--- src/rtl/if_fetch_stage.sv ---
// if_fetch_stage: instruction-fetch stage of the five-stage pipeline.
// Holds the PC, drives the instruction-memory address, picks the next PC
// (reset > branch > jump > sequential > hold) and registers the fetched
// word into the IF/ID pipeline register. A redirect from decode always
// reloads the PC and flushes IF/ID, even when a load-use stall is requested.
//
// Optional build macro: IF_PERF_CNT_EN adds saturating 32-bit stall/flush
// cycle counters (stall_cycles, flush_cycles). Without it, fetch behaviour
// is identical and the counter ports do not exist.

module if_fetch_stage #(
  parameter logic [31:0] RESET_PC = 32'h0000_0000,
  parameter logic [31:0] NOP      = 32'h0000_0000
) (
  input  logic        clk,
  input  logic        rst,
  input  logic        PC_IFWrite,
  input  logic        branch_taken,
  input  logic [31:0] branch_target,
  input  logic        jump,
  input  logic [31:0] jump_target,
  output logic [31:0] imem_addr,
  input  logic [31:0] imem_data,
  output logic [31:0] pc_id,
  output logic [31:0] pc4_id,
  output logic [31:0] instr_id,
  output logic        valid_id
`ifdef IF_PERF_CNT_EN
  ,
  output logic [31:0] stall_cycles,
  output logic [31:0] flush_cycles
`endif
);

  logic [31:0] pc;
  logic [31:0] pc_plus4;
  logic [31:0] pc_next;
  logic        redirect;

  // imem_addr comes straight from the PC flop: no input-to-address path.
  assign imem_addr = pc;
  assign pc_plus4  = pc + 32'd4;
  assign redirect  = branch_taken | jump;

  // Next-PC select; targets are word-aligned by dropping the low two bits.
  always_comb begin
    pc_next = pc;
    if (branch_taken) begin
      pc_next = {branch_target[31:2], 2'b00};
    end else if (jump) begin
      pc_next = {jump_target[31:2], 2'b00};
    end else if (PC_IFWrite) begin
      pc_next = pc_plus4;
    end
  end

  // PC register.
  always_ff @(posedge clk) begin
    if (rst) begin
      pc <= RESET_PC;
    end else begin
      pc <= pc_next;
    end
  end

  // IF/ID register: flush on reset/redirect, load on write-enable, else hold.
  always_ff @(posedge clk) begin
    if (rst || redirect) begin
      instr_id <= NOP;
      pc_id    <= 32'h0;
      pc4_id   <= 32'h0;
      valid_id <= 1'b0;
    end else if (PC_IFWrite) begin
      instr_id <= imem_data;
      pc_id    <= pc;
      pc4_id   <= pc_plus4;
      valid_id <= 1'b1;
    end
  end

`ifdef IF_PERF_CNT_EN
  // Stall counter: cycles where the hazard unit froze fetch and no redirect occurred.
  always_ff @(posedge clk) begin
    if (rst) begin
      stall_cycles <= 32'h0;
    end else if (!redirect && !PC_IFWrite && (stall_cycles != 32'hFFFF_FFFF)) begin
      stall_cycles <= stall_cycles + 32'd1;
    end
  end

  // Flush counter: one per redirect cycle, a simultaneous branch+jump counts once.
  always_ff @(posedge clk) begin
    if (rst) begin
      flush_cycles <= 32'h0;
    end else if (redirect && (flush_cycles != 32'hFFFF_FFFF)) begin
      flush_cycles <= flush_cycles + 32'd1;
    end
  end
`endif

endmodule

--- config.mk ---
export PLATFORM = sky130hd
export DESIGN_NAME = if_fetch_stage
export DESIGN_NICKNAME = d
export VERILOG_FILES = /design/src/rtl/if_fetch_stage.sv
export SDC_FILE = /design/constraint.sdc
export NUM_CORES = 1
export LEC_CHECK = 0
export ABC_CLOCK_PERIOD_IN_PS = 5300
export CORE_MARGIN = 2
export CORE_UTILIZATION = 47
export DETAILED_ROUTE_END_ITERATION = 10
export PLACE_DENSITY = 0.86
export SETUP_SLACK_MARGIN = 0.05
export SLEW_MARGIN = 20
export SYNTH_ARGS = -nofsm -noshare
export SYNTH_HDL_FRONTEND = slang
export SYNTH_SLANG_ARGS = --single-unit
--- constraint.sdc ---
create_clock -name clk -period 5.3 [get_ports clk]
set_input_delay 1.06 -clock clk [delete_from_list [all_inputs] [get_ports clk]]
set_output_delay 1.06 -clock clk [all_outputs]
set_load 0.005 [all_outputs]
==> flow_metrics.tcl <==
set metrics [dict create \
    ir_worst_vdd_v 0.000201 \
    combined_area_of_the_multi_input_logic_cells_mm2 0.00295 \
    syn-mean-instance-area_um2 8.93 \
    p_leak_nw 3.19 \
    slowest_cp_cell "nor2_1" \
    cts_setup_buffers 0 \
    ys_seq_elements 123 \
    wl_um 18900 \
    cp_cell_sequence "clkdlybuf4s50_1 > or2_2 > nor2_1 > o21ai_0 > a21oi_1" \
    number_of_cts_inserted_buffers 17 \
    fraction_of_final_layout_cells_with_drive_strength_greater_than_1_pct 6.00 \
    synthMostInstantiatedCell "dfxtp_1" \
    power.share.sequential_pct 40.8 \
    yosys_top_cell_area_share_pct 42.9 \
    p_switching_w 0.000591 \
    startpoint_type "input port" \
    cts_resized 0 \
    final-max-slew-violation-count 0 \
    via_count 5609 \
    ant_nets 0 \
    crit-reg2reg-launch "imem_addr[9]$_SDFFE_PP0P_" \
    die_width_um 114 \
    max_freq_mhz 314 \
    tritoncts "done" \
    area.sequential_mm2 0.00246 \
    wire_length_of_the_first_global_routing_pass_um 29500 \
    design.core.area_mm2 0.0120 \
    end_kind "flop" \
    worst_ep_required_time_ps 5650 \
    ff_to_ff_path_depth 5 \
    post_synth_edffs 0 \
    globalRouteTotalUtil_pct 29.0 \
    finalNonFillerCells 997 \
    setup.reg_to_reg.worst_slack_ps 2900 \
    slew_headroom_pct 28.3 \
    detail_route.vias_per_cell 5.63 \
    period_needed_ps 3190 \
    final.fill_count 943 \
    clock-sinks 123 \
    grt-ovfl-total 0 \
    cp.buffers_inverters 1 \
    synthesis.instances 642 \
    finalPower_w 0.00246 \
    holdPathStages 2 \
    route.detailed.drc 0 \
    yosysWarningCount 0 \
    floorplan.io_pins 230 \
    tightestPinTransition_ps 1070 \
    power.switching_fraction_pct 24.0 \
    outcome "completed" \
    number_of_antenna_violations_at_the_first_check_in_global_routing 0 \
    powerDensity_mw_per_mm2 290 \
    num_antenna_cells 0 \
    synth_top_cells_by_area "dfxtp_1 43%, mux2i_1 12%, nor2_1 6.5%" \
    sequential_area_share_after_synthesis_pct 42.9 \
    grt_start_max_net_pins 74 \
    power.share.combinational_pct 12.7 \
    number_of_buffers_on_the_longest_clock_path 2 \
    clkSlewWorstSetupHoldPaths_ps 50 \
    final.setup.tns_ps 0 \
    grt_setup_unrepaired "false" \
    initial_standard_cell_utilization_of_the_core_pct 47.9 \
    reg2reg_to "imem_addr[28]$_SDFFE_PP0P_" \
    synth_top_area_cell "dfxtp_1" \
    synth-main-ff-cell "dfxtp_1" \
    min-delay-path-class "flop to flop" \
    clock-skew-final_ps 6.65 \
    hold_viol 0 \
    firstDrtPassIters 6 \
    min_to "pc_id[13]$_SDFFE_PP0P_" \
    async_reset_ff_share_pct 0 \
    die-area_mm2 0.0131 \
    min_period_over_period_pct 60.1 \
    die_y_um 114 \
    clock_power_share_pct 46.5 \
    path_class "input port to flop" \
    synthTopCellsByCount "123 x dfxtp_1, 100 x nor2_1, 66 x mux2i_1, 47 x a21oi_1" \
    power_report.internal_total_w 0.00187 \
    number_of_setup_violations_in_the_final_report 0 \
    ctsHtreeMaxLevel 4 \
    worst_skew_pair.late_latency_ps 420 \
    dp.final_hpwl_um 13500 \
    yosysUniqueCellTypes 60 \
    syn_area_mm2 0.00574 \
    fp-row-count 40 \
    top_layer_used "met4" \
    port_buf_inserts 219 \
    route.layer.met1.wl_um 7420 \
    gp_routability_congestion 0.884 \
    route.met3.wl_um 1840 \
    met2RoutedLength_um 9150 \
    critical_path_arrival_ps 3530 \
    cp_slowest_stage_delay_ps 820 \
    initialDrtViolationCount 298 \
    final_nets 939 \
    syn_to_final_growth_pct 47.8 \
    detail_route.wl_per_cell_um 18.9 \
    number_of_global_route_vias_before_repair 5713 \
    hold_path_startpoint "pc_id[13]$_SDFFE_PP0P_" \
    drv.max_cap_violation_count 0 \
    path_delay_family "simple AND/OR/NAND/NOR gates" \
    numPlacedInstances 965 \
    library_cell_used_as_clock_root_buffer "clkbuf_16" \
    hold_buffers 0 \
    worstPathMaxFanout 20 \
]
## per-layer routing
metal | global-route usage (%) | vias to the layer above
met1 | 33.4 | 2628
met2 | 48.7 | 282
met3 | 10.7 | 32
li1 | - | 2667
met4 | 12.0 | 0
met5 | 0 | -
## how the worst max path moves through the flow
stage / from / to / slack, ps / cells after the start
after CTS: jump / pc4_id[15]$_SDFFE_PP0P_ / 2090 / 5
after global routing: jump / pc4_id[19]$_SDFFE_PP0P_ / 1910 / 5
final: jump / pc4_id[15]$_SDFFE_PP0P_ / 2110 / 5
after global placement: jump / pc4_id[6]$_SDFFE_PP0P_ / 1850 / 5
after floorplan: jump / imem_addr[30]$_SDFFE_PP0P_ / 2980 / 7
after detailed placement: jump / pc4_id[17]$_SDFFE_PP0P_ / 1680 / 5
## power groups by stage
stage	combinational, W	clock, W	sequential [W]
after floorplan	0.000160	0	0.00100
after global placement	0.000301	0	0.00102
after detailed placement	0.000310	0	0.00102
after CTS	0.000312	0.00115	0.00100
after global routing	0.000336	0.00120	0.00101
final	0.000312	0.00114	0.00100
## cells in the final DEF (no fill, tap or decap), types with 4 or more instances in the layout
master,instances
a22oi_1,12
conb_1,6
nor4_1,4
clkdlybuf4s50_1,218
nand3_1,19
nand4_1,8
and3_1,6
clkbuf_8,4
xor2_1,22
mux2i_1,66
clkbuf_1,4
o21a_1,4
clkinv_2,4
clkbuf_16,17
xnor2_1,11
a21oi_1,47
nor3_1,12
nand2_1,28
inv_1,8
buf_4,7
dfxtp_1,123
a211oi_1,16
nand2b_1,6
o21ai_0,29
o22ai_1,12
nor2_1,100
## state kept, by name, indices dropped and copies added (netlist names)
| register | flops |
|---|---|
| imem_addr | 30 |
| pc4_id | 30 |
| instr_id | 32 |
| valid_id | 1 |
| pc_id | 30 |
## metrics by stage
step                utilization (%)  setup WS, ps  area, µm²  hold WS (ps)
finish                         70.9          2110       8480           463
global route                   70.9          1910       8480           489
CTS                            70.9          2090       8480           465
detailed placement             66.0          1680       7890           457
global placement               66.0          1850       7890           450
floorplan                         -          2980       5750           462
## cells by family (layout without fill, tap and decap cells)
group	Yosys count	in the layout	share of synthesized area [%]
AO/OA/AOI/OAI	148	148	16.4
XOR/XNOR	33	33	5.04
adder cells (fa/ha/maj)	1	1	0.218
buffers and inverters	65	268	6.06
flip-flops	123	123	42.9
multiplexers	67	67	11.7
other	1	6	0.0654
AND/OR/NAND/NOR	204	204	17.5
## tightest hold or removal path: stages (launching register included)
cell	delay (ps)
dfxtp_1	300
nand2_1	60
a21oi_1	50
## final cells by class
cell class                      instances  share of cell area [%]
Sequential cell                       123                    29.1
Timing Repair Buffer                  227                    26.7
Inverter                                9                   0.399
Clock inverter                          7                    1.03
Multi-Input combinational cell        459                    34.8
Clock buffer                           25                    5.85
Tap cell                              147                    2.17
Note: power is estimated with default switching activity, not from simulation.
